--- src/rtl/pll_seq_pkg.sv ---
// Shared types and constants for the PLL lock sequencer.
// The state enum is also exported on the debug port of the top level.
package pll_seq_pkg;

    typedef enum logic [2:0] {
        PRST      = 3'd0,
        WAIT_LOCK = 3'd1,
        STABLE    = 3'd2,
        RUN       = 3'd3,
        FAULT     = 3'd4
    } pll_seq_state_e;

    localparam int LOSS_CNT_W = 8;

    function automatic int max3(input int a, input int b, input int c);
        int m;
        m = (a > b) ? a : b;
        return (m > c) ? m : c;
    endfunction

endpackage

--- src/rtl/sync_ff.sv ---
// Multi-flop synchronizer for a single asynchronous level signal.
// Flops clear on synchronous active-low reset.
module sync_ff #(
    parameter int Stages = 2
) (
    input  logic clk_i,
    input  logic rst_ni,
    input  logic d_i,
    output logic q_o
);

    logic [Stages-1:0] sync_q;

    always_ff @(posedge clk_i) begin
        if (!rst_ni) begin
            sync_q <= '0;
        end else begin
            sync_q <= {sync_q[Stages-2:0], d_i};
        end
    end

    assign q_o = sync_q[Stages-1];

endmodule

--- src/rtl/pll_lock_sequencer.sv ---
// PLL power-up/recovery sequencer: pulses PLL reset, waits for a stable lock with
// timeout and bounded retries, then releases the downstream reset; restarts on lock loss.
module pll_lock_sequencer
    import pll_seq_pkg::*;
#(
    parameter int ResetCycles       = 16,
    parameter int LockTimeoutCycles = 4096,
    parameter int StableCycles      = 256,
    parameter int MaxRetries        = 3,
    parameter int SyncStages        = 2,
    localparam int RetryW           = $clog2(MaxRetries + 1)
) (
    input  logic                  ref_clk,
    input  logic                  rst_n,
    input  logic                  pll_lock,
    input  logic                  restart,
    output logic                  pll_rst,
    output logic                  sys_rst_n,
    output logic                  locked,
    output logic                  fault,
    output logic [RetryW-1:0]     retry_cnt,
    output logic [LOSS_CNT_W-1:0] loss_cnt,
    output pll_seq_state_e        state_dbg
);

    localparam int CntMax = max3(ResetCycles, LockTimeoutCycles, StableCycles);
    localparam int CntW   = (CntMax > 1) ? $clog2(CntMax) : 1;

    localparam logic [CntW-1:0]   ResetLast   = CntW'(ResetCycles - 1);
    localparam logic [CntW-1:0]   TimeoutLast = CntW'(LockTimeoutCycles - 1);
    localparam logic [CntW-1:0]   StableLast  = CntW'(StableCycles - 1);
    localparam logic [RetryW-1:0] RetryLimit  = RetryW'(MaxRetries);

    pll_seq_state_e        state_q, state_d;
    logic [CntW-1:0]       cnt_q, cnt_d;
    logic [RetryW-1:0]     retry_q, retry_d;
    logic [LOSS_CNT_W-1:0] loss_q, loss_d;
    logic                  pll_rst_q, sys_rst_n_q, locked_q, fault_q;
    logic                  lock_s;

    sync_ff #(.Stages(SyncStages)) u_lock_sync (
        .clk_i  (ref_clk),
        .rst_ni (rst_n),
        .d_i    (pll_lock),
        .q_o    (lock_s)
    );

    always_comb begin
        state_d = state_q;
        cnt_d   = cnt_q;
        retry_d = retry_q;
        loss_d  = loss_q;
        case (state_q)
            PRST: begin
                if (cnt_q == ResetLast) begin
                    state_d = WAIT_LOCK;
                    cnt_d   = '0;
                end else begin
                    cnt_d = cnt_q + CntW'(1);
                end
            end
            WAIT_LOCK: begin
                if (lock_s) begin
                    state_d = STABLE;
                    cnt_d   = '0;
                end else if (cnt_q == TimeoutLast) begin
                    retry_d = retry_q + RetryW'(1);
                    state_d = (retry_d == RetryLimit) ? FAULT : PRST;
                    cnt_d   = '0;
                end else begin
                    cnt_d = cnt_q + CntW'(1);
                end
            end
            STABLE: begin
                // A lock glitch sends us back to wait without spending a retry.
                if (!lock_s) begin
                    state_d = WAIT_LOCK;
                    cnt_d   = '0;
                end else if (cnt_q == StableLast) begin
                    state_d = RUN;
                    cnt_d   = '0;
                end else begin
                    cnt_d = cnt_q + CntW'(1);
                end
            end
            RUN: begin
                if (!lock_s) begin
                    state_d = PRST;
                    cnt_d   = '0;
                    if (loss_q != '1) begin
                        loss_d = loss_q + LOSS_CNT_W'(1);
                    end
                end
            end
            FAULT: begin
                state_d = FAULT;
            end
            default: begin
                state_d = PRST;
                cnt_d   = '0;
            end
        endcase
        if (restart) begin
            state_d = PRST;
            cnt_d   = '0;
            retry_d = '0;
        end
    end

    // Outputs decode the next state so they change on the same edge as the FSM.
    always_ff @(posedge ref_clk) begin
        if (!rst_n) begin
            state_q     <= PRST;
            cnt_q       <= '0;
            retry_q     <= '0;
            loss_q      <= '0;
            pll_rst_q   <= 1'b1;
            sys_rst_n_q <= 1'b0;
            locked_q    <= 1'b0;
            fault_q     <= 1'b0;
        end else begin
            state_q     <= state_d;
            cnt_q       <= cnt_d;
            retry_q     <= retry_d;
            loss_q      <= loss_d;
            pll_rst_q   <= (state_d == PRST) || (state_d == FAULT);
            sys_rst_n_q <= (state_d == RUN);
            locked_q    <= (state_d == RUN);
            fault_q     <= (state_d == FAULT);
        end
    end

    assign pll_rst   = pll_rst_q;
    assign sys_rst_n = sys_rst_n_q;
    assign locked    = locked_q;
    assign fault     = fault_q;
    assign retry_cnt = retry_q;
    assign loss_cnt  = loss_q;
    assign state_dbg = state_q;

endmodule

--- config.mk ---
export PLATFORM = sky130hd
export DESIGN_NAME = pll_lock_sequencer
export DESIGN_NICKNAME = d
export VERILOG_FILES = /design/src/rtl/pll_seq_pkg.sv /design/src/rtl/sync_ff.sv /design/src/rtl/pll_lock_sequencer.sv
export SDC_FILE = /design/constraint.sdc
export NUM_CORES = 1
export LEC_CHECK = 0
export ABC_AREA = 1
export CORE_UTILIZATION = 59
export CTS_CLUSTER_DIAMETER = 60
export DETAILED_ROUTE_END_ITERATION = 10
export PLACE_DENSITY_LB_ADDON = 0.05
export SKIP_CTS_REPAIR_TIMING = 1
export SYNTH_ARGS = -nofsm -noshare
export SYNTH_HDL_FRONTEND = slang
export SYNTH_SLANG_ARGS = --single-unit
--- constraint.sdc ---
create_clock -name ref_clk -period 2.6 [get_ports ref_clk]
set_clock_uncertainty 0.05 [all_clocks]
set_input_delay 0.39 -clock ref_clk [delete_from_list [all_inputs] [get_ports ref_clk]]
set_output_delay 0.39 -clock ref_clk [all_outputs]
set_load 0.005 [all_outputs]
==> reports/qor.csv, run 1 <==
stage,metric,value,unit
drt,drt_iter0_markers,36,
power,total_power,751,uW
layout,multi_input_area,900,sq um
layout,stdcell_count,282,
grt,grt_pass1_vias,1262,
timing,period_share,73.3,%
timing,fmax,525,MHz
layout,fin_util,75.2,%
timing,rsz0062_at_grt,false,
critical_path,rr_startpoint,loss_cnt[0]$_SDFFE_PN0P_,
critical_path,path_cells,"clkdlybuf4s50_1, inv_1, nor2_1, buf_4, nand2_1, o21bai_1, inv_1",
layout,areaGrowthSynthToFinish,16.8,%
timing,finalSetupTns,0,ps
critical_path,crit_path_frequent_cell,inv_1,
floorplan,die_y,54.9,microns
placement,placed_area,1880,sq um
drt,via_per_inst,5.20,
critical_path,r2r_cells,8,
drt,drcViolationCount,0,
critical_path,cp.required,2840,ps
placement,dp_cells,275,
layout,nFillCells,213,
floorplan,initial_core_util,64.4,%
yosys,synthCells,226,
placement,dp_hpwl,2.59,mm
yosys,syn_nets,233,
critical_path,max_stage_delay,600,ps
grt,grt_use_total,24.8,%
critical_path,rrSetupSlack,910,ps
timing,hold_viol,0,
min_path,whs_endpoint,u_lock_sync.sync_q[1]$_SDFF_PN0_,
layout,post-route-cell-area,1930,sq um
floorplan,fp.dieArea,3020,sq um
min_path,min_path_cells,2,
layout,drive_above_1_share,15.9,%
yosys,synth-edff-count,0,
clock_tree,cts_tree,done,
floorplan,num_io_pins,21,
drt,wl_per_cell,11.8,microns
timing,worstMarginPinSlew,531,ps
yosys,synth-seq-area-share,36.3,%
critical_path,crit_path_end_kind,flop,
yosys,synthArstFlopShare,0,%
power,p_per_area,389,nW/um^2
clock_tree,clkTransAtPathRegs,90,ps
timing,relSlewSlack,64.5,%
critical_path,cp_max_fo,8,
yosys,synth_area_leaders,"dfxtp_1 36%, nand2_1 11%, inv_1 7.0%",
critical_path,crit_slowest_cell,clkdlybuf4s50_1,
critical_path,cp_top_family,buffers and inverters,
grt,antenna_found_initial,0,
yosys,synthFlopType,dfxtp_1,
clock_tree,cts-root-buf,clkbuf_4,
drt,vias,1466,
run,maxCapViolCount,0,
timing,final_max_slew_viol_count,0,
yosys,yosysWarnings,0,
floorplan,core,2570,sq um
grt,grt_pass1_wl,5.18,mm
power,irDropWorstVdd,450,uV
layout,regArea,601,sq um
critical_path,cp-start-kind,input pin,
critical_path,critPathArrivalTime,2150,ps
yosys,synth_top_area_cell,dfxtp_1,
min_path,min_from,u_lock_sync.sync_q[0]$_SDFF_PN0_,
yosys,ys_top_cells_by_count,"48 x nand2_1, 31 x inv_1, 30 x dfxtp_1, 28 x nor2_1, 13 x nand3_1",
grt,grt_max_degree,11,
drt,firstDrtPassIters,4,
drt,wl,3.34,mm
placement,port_buffers,20,
status,outcome,"finished, final reports clean",
min_path,min_path_type,reg2reg,
layout,num_antenna_cells,0,
clock_tree,clock-sinks,30,
timing,fin_crit,1910,ps
critical_path,critPathKind,in2reg,
power,p_leak,0.780,nW
clock_tree,htree_levels,2,
floorplan,die_w,54.9,microns
clock_tree,clock_latency,340,ps
grt,gr-total-overflow,0,
clock_tree,clk_path_buf_depth,2,
floorplan,fp-row-count,18,
yosys,ys_seq_elements,30,
layout,nets,259,
timing,setup_viol,0,
clock_tree,cts_made_buffers,5,
critical_path,rr_endpoint,loss_cnt[1]$_SDFFE_PN0P_,
yosys,syn_area,1650,sq um
yosys,avgSynthCellArea,7.31,sq um
yosys,synth_top_area_share,36.3,%
critical_path,critPathBufInv,4,
drt,drtAntennaViolNets,0,
placement,gp_congestion,0.879,
yosys,yosysMostFrequentCell,nand2_1,
yosys,ys_types,29,
worst max-delay path by stage:
stage | start | end | slack (ps) | cells after the start
floorplan | loss_cnt[0]$_SDFFE_PN0P_ | loss_cnt[0]$_SDFFE_PN0P_ | 1130 | 7
global placement | rst_n | cnt_q[3]$_SDFFE_PP0P_ | 480 | 7
detailed placement | rst_n | cnt_q[0]$_SDFFE_PP0P_ | 380 | 7
CTS | rst_n | cnt_q[0]$_SDFFE_PP0P_ | 710 | 7
global route | rst_n | cnt_q[0]$_SDFFE_PP0P_ | 590 | 7
finish | rst_n | cnt_q[0]$_SDFFE_PP0P_ | 690 | 7
layer usage:
layer  up-vias  share of wire [%]  track usage (%)
li1        767                  -                -
met1       649                 46             30.0
met2        43                 47             40.4
met3         7                5.3             5.74
met4         0                1.5             13.8
met5         -                  0                0
logic make-up after synthesis:
logic type / share of synthesized area (%)
buf+inv: 9.24
compound gates: 7.80
flops: 36.3
xor+xnor: 3.18
simple gates: 41.2
fa+ha+maj: 2.27
sequential cells by signal (all words and copies together), names as in the netlist:
register            cells
fault                   1
cnt_q                  12
retry_cnt               2
pll_rst                 1
loss_cnt                8
state_dbg               3
locked                  1
u_lock_sync.sync_q      2
where the power goes:
part	internal (mW)	leakage (nW)	total, mW	switching (mW)
registers	0.462	0.242	0.466	0.00394
logic	0.0101	0.507	0.0236	0.0135
clock network	0.0969	0.0308	0.261	0.164
worst register-to-register path, stage by stage, from the launching register on:
cell and delay, ps:
dfxtp_1 440, ha_1 240, nand2_1 90, nor3_2 230, nand3_1 160, nand2_4 150, inv_2 80, nor2_1 90
nor2_1 50
cell type report:
type / count / area share, %
multi-input combinational: 158 / 46.6
sequential: 30 / 31.1
timing repair buffer: 21 / 10.8
inverter: 36 / 7.13
clock buffer: 5 / 1.94
tap: 30 / 1.94
clock inverter: 2 / 0.518
placed cells by master, fill, tap and decap left out:
master	count
o21ai_1	2
nand2_2	4
xnor2_1	1
a21boi_2	1
o21bai_1	2
nor2_1	28
dfxtp_1	30
clkdlybuf4s50_1	20
nor3_1	5
o21ai_0	6
nand4_1	4
xor2_1	5
nor4_4	1
buf_4	1
nand3_2	7
ha_1	3
clkinv_2	2
inv_4	1
nand4_4	1
inv_2	4
nand3b_1	1
a21oi_1	11
nand2_1	48
nand2_4	4
nor2_4	4
inv_1	31
clkbuf_4	5
o21a_1	1
nor3_2	2
nor2_2	3
nand3_1	13
and3_1	1
stage by stage:
stage / hold slack (ps) / setup WS [ps]
after floorplan: 340 / 1130
after global routing: 397 / 589
after detailed placement: 364 / 381
after global placement: 360 / 476
final: 384 / 695
after CTS: 388 / 709
Note: power is estimated with default switching activity, not from simulation.
==> run 2: changes to the inputs <==
- CORE_UTILIZATION: 59 -> 49
- clock period: 2.6 -> 1.6 ns (I/O delays scaled with it)
==> run 2 against run 1 <==
Against the previous run:
- sequential share of layout area down 1.1 points
- critical path depth decreased by 6
- via count grew 1.4%
- sequential power increased by 62%
- first-iteration DRC count rose to 2.7 times the previous value
- global-route usage is 3.1 points lower
- setup slack worse by 630 ps
- largest power group unchanged
- final cell count rose by 7.8%
==> reports/qor.csv, run 2 (synthesis results as in run 1) <==
stage,metric,value,unit,change
timing,finalSetupTns,0,ps,unchanged
critical_path,crit_slowest_cell,clkdlybuf4s50_1,,unchanged
critical_path,critPathArrivalTime,1240,ps,was 2150 ps
timing,fmax,653,MHz,
critical_path,cp-start-kind,flop,,was input pin
timing,relSlewSlack,77.7,%,was 64.5%
drt,firstDrtPassIters,4,,unchanged
grt,grt_max_degree,12,,was 11
placement,gp_congestion,0.773,,was 0.879
critical_path,critPathKind,reg2out,,was in2reg
layout,final_cell_mix,"48 x nand2_1, 30 x inv_1, 27 x nor2_1",,"was 48 x nand2_1, 31 x inv_1, 30 x dfxtp_1"
drt,drt_iter0_markers,96,,was 36
layout,nFillCells,288,,was 213
timing,worstMarginPinSlew,332,ps,was 531 ps
run,maxCapViolCount,0,,unchanged
critical_path,crit_path_end_kind,primary output,,was flop
layout,regArea,616,sq um,was 601 sq um
floorplan,fp-row-count,20,,was 18
floorplan,initial_core_util,52.8,%,was 64.4%
power,p_leak,0.886,nW,was 0.780 nW
grt,grt_pass1_wl,5.64,mm,was 5.18 mm
grt,gr-total-overflow,0,,unchanged
drt,vias,1486,,was 1466
drt,wl_per_cell,11.7,microns,was 11.8 microns
floorplan,fp.dieArea,3610,sq um,was 3020 sq um
floorplan,core,3130,sq um,was 2570 sq um
status,outcome,"finished, final reports clean",,unchanged
timing,hold_viol,0,,unchanged
layout,areaGrowthSynthToFinish,24.1,%,was 16.8%
layout,fin_util,65.6,%,was 75.2%
floorplan,die_y,60.1,microns,was 54.9 microns
timing,period_share,95.7,%,
power,p_per_area,592,nW/um^2,was 389 nW/um^2
placement,dp_hpwl,2.60,mm,was 2.59 mm
power,irDropWorstVdd,366,uV,was 450 uV
layout,drive_above_1_share,23.1,%,was 15.9%
layout,multi_input_area,930,sq um,was 900 sq um
drt,via_per_inst,4.89,,was 5.20
layout,num_antenna_cells,0,,unchanged
layout,largest-register,cnt_q,,unchanged
placement,dp_slack,43.1,ps,was 381 ps
critical_path,cp_max_fo,5,,was 8
grt,grt_pass1_vias,1304,,was 1262
critical_path,cp_top_family,buffers and inverters,,unchanged
placement,dp_cells,296,,was 275
drt,drtAntennaViolNets,0,,unchanged
layout,stdcell_count,304,,was 282
clock_tree,cts_tree,done,,unchanged
clock_tree,htree_levels,2,,unchanged
drt,drcViolationCount,0,,unchanged
critical_path,critPathBufInv,1,,was 4
critical_path,max_stage_delay,520,ps,was 600 ps
clock_tree,clock_latency,330,ps,was 340 ps
timing,fin_crit,1530,ps,
timing,rsz0062_at_grt,true,,was false
floorplan,num_io_pins,21,,unchanged
clock_tree,clock-sinks,30,,unchanged
clock_tree,cts_made_buffers,5,,unchanged
drt,wl,3.56,mm,was 3.34 mm
timing,setup_viol,0,,unchanged
clock_tree,clkTransAtPathRegs,90,ps,about the same
clock_tree,cts-root-buf,clkbuf_4,,unchanged
critical_path,path_cells,clkdlybuf4s50_1,,"was clkdlybuf4s50_1, inv_1, nor2_1, buf_4, nand2_1, o21bai_1, inv_1"
layout,final_common_cell,nand2_1,,unchanged
grt,antenna_found_initial,0,,unchanged
timing,setup_slack,68.5,ps,was 695 ps
timing,final_max_slew_viol_count,0,,unchanged
layout,largest_reg_flops,12,,unchanged
placement,port_buffers,20,,unchanged
floorplan,die_w,60.1,microns,was 54.9 microns
timing,whs,366,ps,was 384 ps
min_path,min_path_type,reg2reg,,unchanged
critical_path,cp.required,1310,ps,was 2840 ps
grt,grt_use_total,21.7,%,was 24.8%
clock_tree,clk_path_buf_depth,2,,unchanged
layout,nets,267,,was 259
## run 2: cell count changes in the layout (fill, tap and decap cells not counted), moves of 2 or more
| cell | change |
|---|---|
| clkbuf_1 | +2 |
| clkinv_2 | -2 |
| dfxtp_2 | +9 |
| dlymetal6s2s_1 | +3 |
| dfxtp_1 | -10 |
| clkdlybuf4s50_1 | -3 |
| buf_4 | +7 |
## run 2: final timing paths
check	start	endpoint	cells past startpoint	slack, ps
hold / removal	u_lock_sync.sync_q[0]$_SDFF_PN0_	u_lock_sync.sync_q[1]$_SDFF_PN0_	2	370
hold reg to reg	u_lock_sync.sync_q[0]$_SDFF_PN0_	u_lock_sync.sync_q[1]$_SDFF_PN0_	2	370
setup / recovery	loss_cnt[6]$_SDFFE_PN0P_	loss_cnt[6]	1	70
setup reg to reg	cnt_q[1]$_SDFFE_PP0P_	cnt_q[6]$_SDFFE_PP0P_	8	110
## run 2: metrics by stage
| step | area [sq um] | power [mW] |
|---|---|---|
| global route | 2050 | 1.27 |
| global placement | 1950 | 0.818 |
| finish | 2050 | 1.21 |
| floorplan | 1650 | 0.796 |
| detailed placement | 1950 | 0.819 |
| CTS | 2000 | 1.23 |
## run 2: cell type report
cell class              instances  area share (%)
multi-input cells             159            45.3
inverters                      36            6.71
clock buffers                   7            2.20
repair buffers                 28            13.1
flip-flops and latches         30            30.0
well taps                      44            2.68
## run 2: routing by layer
metal	vias to the layer above	share of wire, %	wire [microns]	global-route usage (%)
li1	787	-	-	-
met1	656	47	1660	26.3
met2	33	46	1650	35.4
met3	10	4.2	149	6.71
met4	0	2.8	98	8.97
met5	-	0	0	0
## run 2: report_power, final
part | switching (mW) | leakage (nW) | internal, mW | total, mW
Sequential | 0.00482 | 0.248 | 0.749 | 0.754
Combinational | 0.0241 | 0.613 | 0.0215 | 0.0456
Clock | 0.249 | 0.0254 | 0.165 | 0.415
